**src/rtl/div_unit.sv**
```systemverilog
// div_unit: iterative radix-2 restoring divider for RV32M DIV/DIVU/REM/REMU.
// Operands are captured on an accepted start. The result and a one-cycle
// done pulse appear in the first idle cycle after busy falls.
//
// Ports:
//   clk         system clock, rising edge
//   reset       synchronous, active-low
//   div_start   one-cycle request, sampled only while idle
//   div_op      00 DIV, 01 DIVU, 10 REM, 11 REMU
//   rs1, rs2    dividend, divisor
//   div_busy    high while an operation is in flight
//   div_done    one-cycle pulse, result valid
//   div_result  quotient or remainder, held until the next result
//
// Optional build macro: DIV_EARLY_OUT_EN. When defined, operands whose
// dividend magnitude is below the divisor magnitude finish in one busy
// cycle instead of 33.
module div_unit #(
    parameter int XLEN = 32
) (
    input  logic            clk,
    input  logic            reset,
    input  logic            div_start,
    input  logic [1:0]      div_op,
    input  logic [XLEN-1:0] rs1,
    input  logic [XLEN-1:0] rs2,
    output logic            div_busy,
    output logic            div_done,
    output logic [XLEN-1:0] div_result
);

    localparam int CNT_W = $clog2(XLEN);
    localparam logic [CNT_W-1:0] CNT_LAST = CNT_W'(XLEN - 1);
    localparam logic [XLEN-1:0] INT_MIN = {1'b1, {(XLEN-1){1'b0}}};

    typedef enum logic [1:0] {
        S_IDLE,
        S_SPECIAL,
        S_CALC,
        S_SIGN
    } state_t;

    state_t state;
    state_t state_nx;

    logic             rem_sel_q;
    logic             neg_quo_q;
    logic             neg_rem_q;
    logic [XLEN-1:0]  dvd_q;
    logic [XLEN-1:0]  dsr_q;
    logic [XLEN-1:0]  rem_q;
    logic [XLEN-1:0]  spec_q;
    logic [CNT_W-1:0] cnt_q;
    logic [XLEN-1:0]  result_q;
    logic             done_q;

    // Capture-time decode of the incoming operands.
    logic            is_signed;
    logic [XLEN-1:0] rs1_mag;
    logic [XLEN-1:0] rs2_mag;
    logic            div_zero;
    logic            overflow;
    logic            early;
    logic            go_special;
    logic [XLEN-1:0] spec_val;

    always_comb begin
        is_signed = ~div_op[0];
        rs1_mag   = (is_signed && rs1[XLEN-1]) ? (~rs1 + 1'b1) : rs1;
        rs2_mag   = (is_signed && rs2[XLEN-1]) ? (~rs2 + 1'b1) : rs2;
        div_zero  = (rs2 == '0);
        overflow  = is_signed && (rs1 == INT_MIN) && (rs2 == '1);
`ifdef DIV_EARLY_OUT_EN
        early     = (rs1_mag < rs2_mag);
`else
        early     = 1'b0;
`endif
        go_special = div_zero | overflow | early;

        // Early-out result: quotient 0, remainder is the original rs1.
        spec_val = div_op[1] ? rs1 : '0;
        if (div_zero) begin
            spec_val = div_op[1] ? rs1 : '1;
        end else if (overflow) begin
            spec_val = div_op[1] ? '0 : INT_MIN;
        end
    end

    // One restoring step. The shifted remainder needs XLEN+1 bits, since
    // an unsigned divisor can exceed 2^(XLEN-1).
    logic [XLEN:0]   rem_tmp;
    logic [XLEN:0]   diff;
    logic            q_bit;
    logic [XLEN-1:0] rem_nx;

    always_comb begin
        rem_tmp = {rem_q, dvd_q[XLEN-1]};
        diff    = rem_tmp - {1'b0, dsr_q};
        q_bit   = ~diff[XLEN];
        rem_nx  = q_bit ? diff[XLEN-1:0] : rem_tmp[XLEN-1:0];
    end

    logic [XLEN-1:0] quo_fix;
    logic [XLEN-1:0] rem_fix;

    always_comb begin
        quo_fix = neg_quo_q ? (~dvd_q + 1'b1) : dvd_q;
        rem_fix = neg_rem_q ? (~rem_q + 1'b1) : rem_q;
    end

    always_ff @(posedge clk) begin
        if (!reset) begin
            state <= S_IDLE;
        end else begin
            state <= state_nx;
        end
    end

    always_comb begin
        state_nx = state;
        div_busy = 1'b0;
        unique case (state)
            S_IDLE: begin
                if (div_start) begin
                    state_nx = go_special ? S_SPECIAL : S_CALC;
                end
            end
            S_SPECIAL: begin
                div_busy = 1'b1;
                state_nx = S_IDLE;
            end
            S_CALC: begin
                div_busy = 1'b1;
                if (cnt_q == CNT_LAST) begin
                    state_nx = S_SIGN;
                end
            end
            S_SIGN: begin
                div_busy = 1'b1;
                state_nx = S_IDLE;
            end
            default: begin
                state_nx = S_IDLE;
            end
        endcase
    end

    // Datapath registers. dvd_q doubles as the quotient shift register.
    always_ff @(posedge clk) begin
        if (!reset) begin
            rem_sel_q <= 1'b0;
            neg_quo_q <= 1'b0;
            neg_rem_q <= 1'b0;
            dvd_q     <= '0;
            dsr_q     <= '0;
            rem_q     <= '0;
            spec_q    <= '0;
            cnt_q     <= '0;
            result_q  <= '0;
            done_q    <= 1'b0;
        end else begin
            done_q <= 1'b0;
            unique case (state)
                S_IDLE: begin
                    if (div_start) begin
                        rem_sel_q <= div_op[1];
                        neg_quo_q <= is_signed & (rs1[XLEN-1] ^ rs2[XLEN-1]);
                        neg_rem_q <= is_signed & rs1[XLEN-1];
                        dvd_q     <= rs1_mag;
                        dsr_q     <= rs2_mag;
                        rem_q     <= '0;
                        spec_q    <= spec_val;
                        cnt_q     <= '0;
                    end
                end
                S_SPECIAL: begin
                    result_q <= spec_q;
                    done_q   <= 1'b1;
                end
                S_CALC: begin
                    rem_q <= rem_nx;
                    dvd_q <= {dvd_q[XLEN-2:0], q_bit};
                    cnt_q <= cnt_q + 1'b1;
                end
                S_SIGN: begin
                    result_q <= rem_sel_q ? rem_fix : quo_fix;
                    done_q   <= 1'b1;
                end
                default: begin
                    done_q <= 1'b0;
                end
            endcase
        end
    end

    assign div_done   = done_q;
    assign div_result = result_q;

endmodule

```
**config.mk**
```make
export PLATFORM = sky130hd
export DESIGN_NAME = div_unit
export DESIGN_NICKNAME = d
export VERILOG_FILES = /design/src/rtl/div_unit.sv
export SDC_FILE = /design/constraint.sdc
export NUM_CORES = 1
export LEC_CHECK = 0
export ABC_CLOCK_PERIOD_IN_PS = 4300
export CORE_UTILIZATION = 36
export CTS_BUF_LIST = sky130_fd_sc_hd__clkbuf_8
export CTS_CLUSTER_DIAMETER = 30
export DETAILED_ROUTE_END_ITERATION = 7
export PLACE_DENSITY = 0.52
export SYNTH_ARGS = -nofsm -noshare
export SYNTH_HDL_FRONTEND = slang
export SYNTH_SLANG_ARGS = --single-unit
```
**constraint.sdc**
```tcl
create_clock -name clk -period 4.3 [get_ports clk]
set_input_delay 0.645 -clock clk [delete_from_list [all_inputs] [get_ports clk]]
set_output_delay 0.645 -clock clk [all_outputs]
set_load 0.01 [all_outputs]
```
After elaboration in Yosys (flattened, before gate mapping). Cells that the tools add are included.

Equality and inequality tests: 8. Reduce and logical (&&, ||, !) cells: 13. Bitwise gates (word level): 10. Add/subtract/negate cells: 6. Muxes and demuxes: 24.

Operators by type and width (count): $mux W32 (13); $pmux W32 S2 (3); $add A32 B1 Y32 const B (4); $not A32 Y32 (4); $eq A32 B32 Y1 const B (2); $sub A33 B32 Y33 (1); $logic_not A32 Y1 (1); $pmux W5 S2 (1); $mux W2 (3); $pmux W2 S3 (1); $reduce_and A2 Y1 (3); $add A5 B1 Y5 const B (1); $eq A5 B5 Y1 const B (1); $mux W5 (1); $eq A2 B2 Y1 const B (2); $logic_and A1 B1 Y1 (4); $ne A2 B2 Y1 const B (2); $reduce_bool A2 Y1 (2); $reduce_or A3 Y1 (1); $and A1 B1 Y1 (2); $eq A2 B1 Y1 const B (1); $logic_not A2 Y1 (1); $mux W1 (2); $not A1 Y1 (2); other kinds (3) (3).

Output and inout bits: 34. Bits of input ports: 69. Bits in registers: 171. Word-level logic and storage cells: 72.

Logic depth before layout (Yosys ltp). Gate-level depths: netlist of the first run.

Word-level depth: 7. Mapped depth: 13.

Worst setup path before layout of the first run. Ideal clock, no wire load.

Path type: input-to-reg. Start: input rs2[17]. End: register spec_q[0]. Stages: 9. Setup slack: 1.070 ns. Path buffers: 1. Data arrival time: 3.142 ns. Cells stage by stage: or4_1 -> or3_4 -> or4_4 -> or3_1 -> or3b_4 -> nand3_2 -> nand2_2 -> buf_6 -> a311oi_2.

Longest elaborated chain between the ends: 4. Elaborated cells between the ends (all ways): 5. Classes of those cells: eq/ne (1); mux (2); reduce/logical (2).

RTL lines: start, declared (RTL line 26) `input logic [XLEN-1:0] rs2,`; $eq A32 B32 Y1 (RTL line 72) `overflow = is_signed && (rs1 == INT_MIN) && (rs2 == '1);`; $logic_and A1 B1 Y1 (RTL line 72); $mux W32 (RTL line 84) `end else if (overflow) begin`; $mux W32 (*) (RTL line 82) `if (div_zero) begin`; end signal, assigned (RTL line 172) `spec_q <= spec_val;`; end, declared (RTL line 52) `logic [XLEN-1:0] spec_q;`.

Mark *: on every way between the ends. The rest lies on a longest branch, timed or not. A chain may end at the register's enable or synchronous reset.

Final worst setup path of the first run.
Start: register dvd_q[31]. End: register rem_q[7].

Longest elaborated chain between the ends: 3.

RTL lines: start, declared (RTL line 49) `logic [XLEN-1:0] dvd_q;`; start signal, assigned (RTL line 169) `dvd_q <= rs1_mag;`; start signal, assigned (RTL line 182) `dvd_q <= {dvd_q[XLEN-2:0], q_bit};`; $sub A33 B32 Y33 (RTL line 98) `diff = rem_tmp - {1'b0, dsr_q};`; $mux W32 (RTL line 100) `rem_nx = q_bit ? diff[XLEN-1:0] : rem_tmp[XLEN-1:0];`; $pmux W32 S2 (RTL line 163) `unique case (state)`; end signal, assigned (RTL line 181) `rem_q <= rem_nx;`; end, declared (RTL line 51) `logic [XLEN-1:0] rem_q;`.

No other way between the ends.

==> impl_metrics.csv, run 1 <==
group,metric,value,unit
run_status,outcome,"completed",
route,dr.pass1.iters,7,
critical_path,arrival,4160,ps
cells_and_area,syn2layout_area_growth,16.4,%
clocking,cts.sinks,171,
die,die_area,32800,um^2
cells_and_area,layout-drive-gt1-share,6.64,%
die,die_y,181,um
critical_path,crit_buf_inv,2,
hold_path,holdPathEnd,"spec_q[31]",
timing,tightest_slew,960,ps
timing,min_period,3780,ps
timing,setup_ws,519,ps
clocking,htree_levels,4,
place,place.port_buffers,102,
hold_path,hold_class,"reg -> reg",
grt,grt_pass1_vias,10200,
synth,synth-seq-cells,171,
critical_path,rr_endpoint,"rem_q[7]",
clocking,clk_pin_slew_worst_paths,110,ps
pwr,p_per_area,692,nW/um^2
cells_and_area,layout_common_cells,"nor2_1 (183), dfxtp_1 (169), o21ai_0 (136)",
timing,finalHoldViolCount,0,
timing,min_period_over_period,87.9,%
route,wl_per_cell,19.7,um
critical_path,worstSetupStartpointType,"register",
synth,syn-num-nets,1599,
route,vias,11100,
timing,clock.fmax,265,MHz
clocking,cts_made_buffers,17,
die,start_util,36.6,%
clocking,cts_root_buf,"clkbuf_8",
timing,slew_viol_final,0,
critical_path,r2r-start,"dvd_q[31]",
place,dp_slack,200,ps
place,gp_congestion,0.901,
critical_path,rrSetupSlack,520,ps
grt,grt.overflow.total,0,
synth,synth_flop_cell,"dfxtp_1",
clocking,cts_tree,"yes",
synth,synth_cells,1490,
clocking,cts.hold.buffers_added,0,
pwr,p_total,9310,uW
die,die_w,181,um
die,rows,65,
route,vias_per_cell,5.66,
clocking,worstSkewPairLatency,500,ps
grt,globalRouteTotalUtil,23.7,%
grt,grt_max_degree,102,
critical_path,critical_path.startpoint,"dvd_q[31]",
cells_and_area,antenna_cells,0,
critical_path,worstPathMaxFanout,11,
timing,setup_tns,0,ps
cells_and_area,fin_nets,1663,
critical_path,crit_chain,"inv_1 > ha_1 > fa_1 > nand2b_1 > a21oi_1 > o211ai_1 > a211oi_1 > or3_1 > o211a_1 > buf_4 > mux2i_1 > o21ai_0",
die,io-pin-count,103,
job,cap_violations,0,
clocking,cts_resized,0,
critical_path,worstSetupEndpointType,"register",
hold_path,worstHoldPathCells,2,
timing,rsz0062_at_grt,"false",
cells_and_area,final_common_cell,"nor2_1",
critical_path,crit_required,4680,ps
clocking,clk_path_buf_depth,2,
pwr,power_leakage,0.00516,uW
clocking,post_cts_buffers,0,
critical_path,reg2regPathDepth,12,
synth,avgSynthCellArea,7.76,um^2
synth,synthArstFlopShare,0,%
timing,finalClockSkew,25.4,ps
synth,synthDistinctLibCells,68,
critical_path,slowest_delay,540,ps
die,core_area,31600,um^2
cells_and_area,nFillCells,3236,
route,detail-route-antenna-nets,0,
critical_path,cp_top_family,"compound AO/OA/AOI/OAI gates",
timing,relSlewSlack,35.9,%
synth,synth_edf_count,0,
route,first_iter_violations,1031,
place,dp_hpwl,28800,um
hold_path,hold_start,"spec_q[31]",
synth,synth_area,11600,um^2
route,wl,38900,um
pwr,worst_ir_drop_vdd,718,uV
grt,grt_antenna_before_repair,0,
route,drc,0,
synth,synth_top_area_cell,"dfxtp_1",
synth,synth_top_area_share,29.6,%
grt,grt_pass1_wl,60700,um
critical_path,critical_path_class,"reg -> reg",
synth,synthTopCellsByArea,"dfxtp_1 (30%), nor2_1 (5.9%), o21ai_0 (5.9%)",
synth,synth_warnings,0,
timing,setup_viol,0,
critical_path,crit_slowest_cell,"a211oi_1",
synth,ys_seq_area_share,29.6,%
## power by group
group	switching (uW)	internal, uW	total, uW
Sequential	351	1810	2160
Clock	736	450	1190
Combinational	3440	2520	5970
## worst max-delay path by stage
stage | endpoint | depth (start not counted)
finish | rem_q[7] | 12
global route | rem_q[8] | 12
CTS | rem_q[7] | 12
detailed placement | spec_q[8] | 10
global placement | spec_q[7] | 10
floorplan | spec_q[0] | 9
## synth_stat cells, types with 8 or more instances
cell / instances
nand2_1: 107
a21oi_1: 75
mux2i_1: 47
or4_1: 17
nand4_1: 17
nor4_1: 11
a21o_1: 14
xor2_1: 68
nor3b_1: 8
a211oi_1: 52
nor2_1: 183
or3_1: 18
nor2b_1: 11
o31ai_1: 30
nand3b_1: 26
xnor2_1: 73
ha_1: 39
nand3_1: 31
clkbuf_1: 86
a31oi_1: 9
o211ai_1: 8
buf_1: 9
a222oi_1: 28
o21ai_0: 136
o41ai_1: 17
nor3_1: 26
inv_1: 60
and3_1: 11
dfxtp_1: 171
nand2b_1: 13
## per-stage QoR
stage | area (um^2) | instances | hold slack (ps) | util (%)
6_report | 13400 | 1969 | 467 | 42.6
5_1_grt | 13400 | 1969 | 499 | 42.6
4_1_cts | 13400 | 1969 | 462 | 42.6
3_5_place_dp | 13100 | 1937 | 448 | 41.4
3_3_place_gp | 13100 | 1937 | 438 | 41.4
2_1_floorplan | 11600 | 1490 | 427 | -
## kinds of logic (layout without fill, tap and decap cells)
group	count (synthesis)	after routing	share of synthesized area [%]
fa+ha+maj	40	40	4.39
simple gates	500	500	21.0
flops	171	171	29.6
xor+xnor	141	141	10.7
mux	50	50	4.36
buf+inv	159	236	5.26
compound gates	429	429	24.6
## per-layer routing
layer / up-vias / GRT usage [%] / wire length (um)
met1: 5169 / 34.4 / 19200
met2: 362 / 35.4 / 16700
li1: 5574 / - / -
met4: 0 / 6.78 / 653
met5: - / 0 / 0
met3: 37 / 4.15 / 2360
## tightest hold or removal path, stage by stage (launching register included)
cell and delay (ps):
dfxtp_1 320, nand2_1 50, a21oi_1 50
## state kept, by name, indices dropped and copies added (netlist names)
| register | count |
|---|---|
| div_result | 32 |
| dsr_q | 32 |
| dvd_q | 32 |
| rem_q | 32 |
| spec_q | 32 |
| cnt_q | 5 |
| state | 2 |
| div_done | 1 |
| neg_quo_q | 1 |
| neg_rem_q | 1 |
| rem_sel_q | 1 |
## cell type report
| cell class | instances | area [um^2] | share of cell area, % |
|---|---|---|---|
| clock inverters | 14 | 149 | 1.11 |
| repair buffers | 144 | 1360 | 10.1 |
| clock buffers | 18 | 248 | 1.84 |
| inverters | 60 | 226 | 1.68 |
| flip-flops and latches | 171 | 3430 | 25.5 |
| well taps | 402 | 503 | 3.74 |
| multi-input cells | 1160 | 7540 | 56.0 |
Note: power is estimated with default switching activity, not from simulation.
==> run 2, diff against run 1 <==
--- a/config.mk
+++ b/config.mk
@@ -14,3 +14,4 @@
 export SYNTH_ARGS = -nofsm -noshare
 export SYNTH_HDL_FRONTEND = slang
 export SYNTH_SLANG_ARGS = --single-unit
+export TNS_END_PERCENT = 50
==> results of run 2 <==
No change in the layout: final DEF, timing and power equal those of run 1.
